`config.mk`:
```
export PLATFORM = sky130hd
export DESIGN_NAME = serial_lfsr_engine
export DESIGN_NICKNAME = d
export VERILOG_FILES = /design/src/rtl/serial_lfsr_engine_pkg.sv /design/src/rtl/serial_lfsr_engine_lfsr_galois_step.sv /design/src/rtl/serial_lfsr_engine.sv
export SDC_FILE = /design/constraint.sdc
export NUM_CORES = 1
export LEC_CHECK = 0
export ABC_AREA = 0
export CAP_MARGIN = 20
export CORE_UTILIZATION = 39
export DETAILED_ROUTE_END_ITERATION = 6
export PLACE_DENSITY = 0.6
export SYNTH_ARGS = -nofsm -noshare
export SYNTH_HDL_FRONTEND = slang
export SYNTH_SLANG_ARGS = --single-unit
```
`constraint.sdc`:
```
create_clock -name clk -period 2.5 [get_ports clk]
set_input_delay 0.5 -clock clk [delete_from_list [all_inputs] [get_ports clk]]
set_output_delay 0.5 -clock clk [all_outputs]
set_load 0.005 [all_outputs]
```
`src/rtl/serial_lfsr_engine_pkg.sv`:
```
// Shared constants and types for the serial LFSR engine and its step function.
package serial_lfsr_engine_pkg;

  typedef enum logic [1:0] {
    MODE_PRBS  = 2'd0,
    MODE_CRC   = 2'd1,
    MODE_CHECK = 2'd2
  } mode_e;

  typedef logic [1:0] state_t;
  localparam state_t S_IDLE = 2'd0;
  localparam state_t S_RUN  = 2'd1;
  localparam state_t S_DONE = 2'd2;

  localparam logic [1:0] REG_CTRL = 2'd0;
  localparam logic [1:0] REG_SEED = 2'd1;
  localparam logic [1:0] REG_POLY = 2'd2;
  localparam logic [1:0] REG_LEN  = 2'd3;

  localparam int unsigned CTRL_MODE_LSB = 0;
  localparam int unsigned CTRL_START    = 2;
  localparam int unsigned CTRL_ABORT    = 3;

  // Reserved encoding 3 falls back to PRBS.
  function automatic mode_e decode_mode(input logic [1:0] raw);
    return (raw == 2'd3) ? MODE_PRBS : mode_e'(raw);
  endfunction

endpackage

```
`src/rtl/serial_lfsr_engine_lfsr_galois_step.sv`:
```
// One-bit Galois LFSR advance; in CRC mode the input bit is folded into the feedback.
module lfsr_galois_step #(
  parameter int unsigned W = 6
) (
  input  logic [W-1:0] lfsr,
  input  logic [W-1:0] poly,
  input  logic         din,
  input  logic         crc_en,
  output logic [W-1:0] next,
  output logic         fb
);

  always_comb begin
    fb   = lfsr[W-1] ^ (crc_en & din);
    next = {lfsr[W-2:0], 1'b0} ^ (fb ? poly : '0);
  end

endmodule

```
`src/rtl/serial_lfsr_engine.sv`:
```
// Bus-programmable LFSR engine: PRBS generation, CRC accumulation and sequence checking.
module serial_lfsr_engine
  import serial_lfsr_engine_pkg::*;
#(
  parameter int unsigned W        = 6,
  parameter logic [W-1:0] POLY_DEF = 6'h03,
  parameter logic [W-1:0] SEED_DEF = 6'h01,
  parameter int unsigned LEN_W    = 8,
  parameter int unsigned ERR_W    = 8,
  parameter int unsigned DW       = (W > LEN_W) ? W : LEN_W
) (
  input  logic             clk,
  input  logic             rst,
  input  logic             sel,
  input  logic             wr,
  input  logic             rd,
  input  logic [1:0]       addr,
  input  logic [DW-1:0]    wdata,
  output logic [DW-1:0]    rdata,
  input  logic             step,
  input  logic             din,
  output logic             dout,
  output logic             busy,
  output logic             done,
  output logic [ERR_W-1:0] err_cnt
);

  state_t           state_q, state_d;
  mode_e            mode_q, mode_d, new_mode;
  logic [W-1:0]     lfsr_q, lfsr_d, seed_q, seed_d, poly_q, poly_d;
  logic [LEN_W-1:0] len_q, len_d, cnt_q, cnt_d;
  logic [ERR_W-1:0] err_q, err_d;
  logic [DW-1:0]    rdata_q, rdata_d;
  logic [W-1:0]     lfsr_next;
  logic             fb;
  logic             bus_wr, ctrl_wr;

  lfsr_galois_step #(
    .W(W)
  ) u_step (
    .lfsr   (lfsr_q),
    .poly   (poly_q),
    .din    (din),
    .crc_en (mode_q == MODE_CRC),
    .next   (lfsr_next),
    .fb     (fb)
  );

  assign busy     = (state_q == S_RUN);
  assign done     = (state_q == S_DONE);
  assign dout     = lfsr_q[W-1];
  assign rdata    = rdata_q;
  assign err_cnt  = err_q;
  assign bus_wr   = sel & wr;
  assign ctrl_wr  = bus_wr & (addr == REG_CTRL);
  assign new_mode = decode_mode(wdata[CTRL_MODE_LSB+1:CTRL_MODE_LSB]);

  always_comb begin
    state_d = state_q;
    mode_d  = mode_q;
    lfsr_d  = lfsr_q;
    seed_d  = seed_q;
    poly_d  = poly_q;
    len_d   = len_q;
    cnt_d   = cnt_q;
    err_d   = err_q;
    rdata_d = rdata_q;

    if (sel && rd) begin
      rdata_d = '0;
      unique case (addr)
        REG_CTRL: rdata_d[3:0]       = {busy, done, mode_q};
        REG_SEED: rdata_d[W-1:0]     = lfsr_q;
        REG_POLY: rdata_d[W-1:0]     = poly_q;
        REG_LEN:  rdata_d[LEN_W-1:0] = cnt_q;
      endcase
    end

    if (state_q == S_RUN) begin
      if (ctrl_wr && wdata[CTRL_ABORT]) begin
        state_d = S_IDLE;
      end else if (step) begin
        lfsr_d = lfsr_next;
        cnt_d  = cnt_q - LEN_W'(1);
        // Outside CRC mode fb is the pre-step MSB, i.e. the expected bit.
        if (mode_q == MODE_CHECK && (din ^ fb) && err_q != '1) begin
          err_d = err_q + ERR_W'(1);
        end
        if (cnt_q == LEN_W'(1)) state_d = S_DONE;
      end
    end else if (bus_wr) begin
      unique case (addr)
        REG_CTRL: begin
          if (wdata[CTRL_ABORT]) begin
            state_d = S_IDLE;
          end else begin
            mode_d = new_mode;
            if (wdata[CTRL_START]) begin
              // An all-zero seed would lock up PRBS/CHECK sequences.
              lfsr_d  = (seed_q == '0 && new_mode != MODE_CRC) ? W'(1) : seed_q;
              cnt_d   = len_q;
              err_d   = '0;
              state_d = (len_q == '0) ? S_DONE : S_RUN;
            end
          end
        end
        REG_SEED: seed_d = wdata[W-1:0];
        REG_POLY: poly_d = wdata[W-1:0];
        REG_LEN:  len_d  = wdata[LEN_W-1:0];
      endcase
    end
  end

  always_ff @(posedge clk) begin
    if (rst) begin
      state_q <= S_IDLE;
      mode_q  <= MODE_PRBS;
      lfsr_q  <= SEED_DEF;
      seed_q  <= SEED_DEF;
      poly_q  <= POLY_DEF;
      len_q   <= '0;
      cnt_q   <= '0;
      err_q   <= '0;
      rdata_q <= '0;
    end else begin
      state_q <= state_d;
      mode_q  <= mode_d;
      lfsr_q  <= lfsr_d;
      seed_q  <= seed_d;
      poly_q  <= poly_d;
      len_q   <= len_d;
      cnt_q   <= cnt_d;
      err_q   <= err_d;
      rdata_q <= rdata_d;
    end
  end

endmodule

```
==> flow_summary_export.csv <==
group,metric,value,unit
timing,rsz0062_at_grt,"false",
yosys,synthFlopType,"dfxtp_1",
routing,wl_per_cell,17.0,um
routing,drtPass1Iterations,4,
clocking,clockBufferDepth,2,
routing,detail_route.drc_violations,0,
setup_path,critPathMaxFanout,17,
clocking,htree_levels,2,
cells_and_area,syn_to_final_growth,20.3,%
routing,drt_iter0_markers,274,
worst_hold_path,hp-class,"reg -> reg",
grt,grt_max_degree,35,
floorplanning,rows,30,
cells_and_area,design_area,3400,um2
power_and_ir_drop,p_leak,1.16,nW
yosys,synth-edff-count,0,
timing,clock_skew,0.00351,ns
yosys,syn_area,2830,um2
routing,postRouteAntennaNets,0,
cells_and_area,antenna_cells,0,
clocking,cts_buffers,5,
setup_path,cp-start-kind,"flop",
clocking,cts_resized,0,
timing,final_max_slew_viol_count,0,
grt,grt_overflow_total,0,
status,status,"finished, final reports clean",
setup_path,arrival,1.68,ns
clocking,cts_sinks,54,
clocking,clkSlewWorstSetupHoldPaths,0.10,ns
floorplanning,io_pins,36,
yosys,ys_ff_latch,54,
clocking,clk_latency,0.31,ns
routing,via_count,2539,
cells_and_area,mostFrequentLayoutCells,"dfxtp_1, nand2_1, clkdlybuf4s50_1",
floorplanning,die_area,7600,um2
floorplanning,die_w,87.2,um
timing,hold_viol_final,0,
floorplanning,initial_core_util,0.409,
yosys,ys_warn_count,0,
yosys,avgSynthCellArea,8.78,um2
yosys,synth_top_cell_by_area,"dfxtp_1",
job,cap_viol_max_count,0,
cells_and_area,nets,384,
cells_and_area,layout-drive-gt1-share,0.118,
cells_and_area,fin_util,0.492,
yosys,synthTopCellsByArea,"dfxtp_1, mux2i_1, nand2_1",
setup_path,critPathCaptureType,"output pin",
yosys,async_flop_share,0,
grt,antenna_found_initial,0,
yosys,postSynthCellCount,322,
routing,wirelength,7.82,mm
power_and_ir_drop,power.density,448,nW/um2
setup_path,cp.required,2.00,ns
timing,post-route-min-period,2.18,ns
placed_design,place_congestion,0.844,
power_and_ir_drop,ir_drop,219,uV
placed_design,place_area,3320,um2
grt,grtUsageTotal,0.219,
yosys,yosys.cell_types.count,55,
floorplanning,die_h,87.2,um
yosys,synth-seq-area-share,0.382,
clocking,cts_tree,"yes",
yosys,synth_top_area_frac,0.382,
timing,timing.slew.headroom,0.631,
cells_and_area,final_common_cell,"dfxtp_1",
setup_path,crit_type,"reg -> out",
grt,grt_pass1_vias,2343,
timing,clock.fmax,0.458,GHz
placed_design,hpwl,5.69,mm
grt,grt_pass1_wl,12.5,mm
clocking,ctsHoldBuffers,0,
clocking,post_cts_buffers,0,
timing,tightest_slew,0.550,ns
timing,finalCritPeriodShare,0.872,
routing,vias_per_cell,5.52,
floorplanning,core_area,6910,um2
timing,setup_violations,0,
yosys,syn_nets,342,
clocking,cts_root_buffer,"clkbuf_8",
timing,fin_tns_setup,0,ns
placed_design,port_buffers,35,
sequential cells by signal, indices dropped and copies added (netlist names):
signal and count:
cnt_q 8, err_cnt 8, len_q 8, lfsr_q 6
mode_q 2, poly_q 6, rdata 8, seed_q 6
state_q 2
cells in the mapped netlist, drive strengths merged, types with 5 or more instances:
cell type / number
a21oi: 22
buf: 8
clkbuf: 9
dfxtp: 54
inv: 6
mux2i: 23
nand2: 38
nand2b: 5
nand3: 13
nand3b: 5
nor2: 35
nor2b: 6
nor3: 7
o211ai: 8
o21ai: 14
o31ai: 5
xor2: 6
power by group:
| group | switching [W] | internal [W] |
|---|---|---|
| Clock | 0.000295 | 0.000189 |
| Combinational | 0.0000832 | 0.0000751 |
| Sequential | 0.00000945 | 0.000871 |
| Total | 0.000387 | 0.00114 |
metrics by stage:
step	setup slack [ns]	instances	power [W]	hold slack, ns
final	0.319	460	0.00152	0.459
after global routing	0.274	460	0.00158	0.482
after CTS	0.334	460	0.00154	0.466
after detailed placement	0.156	453	0.00106	0.452
after global placement	0.209	453	0.00106	0.446
after floorplan	0.725	322	0.000982	0.442
worst paths after layout:
kind | startpoint | end | slack [ns] | cells past startpoint
max | state_q[1]$_SDFFE_PP0P_ | busy | 0.32 | 3
min | rdata[1]$_SDFFE_PP0P_ | rdata[1]$_SDFFE_PP0P_ | 0.46 | 2
max reg2reg | state_q[1]$_SDFFE_PP0P_ | len_q[1]$_SDFFE_PP0P_ | 0.53 | 7
min reg2reg | rdata[1]$_SDFFE_PP0P_ | rdata[1]$_SDFFE_PP0P_ | 0.46 | 2
final cells by class:
cell class	instances	area [um2]
Inverter	7	26.3
Fill cell	701	3510
Clock buffer	5	68.8
Timing Repair Buffer	52	478
Multi-Input combinational cell	244	1620
Sequential cell	54	1080
Tap cell	96	120
Clock inverter	2	10.0
critical path, stage by stage, from the launching register on:
cell and delay (ns):
dfxtp_1 0.35, nand2b_1 0.17, inv_2 0.27, clkdlybuf4s50_1 0.57
kinds of logic after synthesis:
family	share of synthesized area
compound gates	0.170
buf+inv	0.0460
simple gates	0.246
fa+ha+maj	0.0133
xor+xnor	0.0217
mux	0.121
flops	0.382
layer usage:
layer | track usage | up-vias | wire (um)
met2 | 0.348 | 94 | 3510
met5 | 0 | - | 0
met4 | 0.0715 | 0 | 119
met1 | 0.304 | 1177 | 3740
met3 | 0.0332 | 12 | 447
li1 | - | 1256 | -
Note: power is estimated with default switching activity, not from simulation.
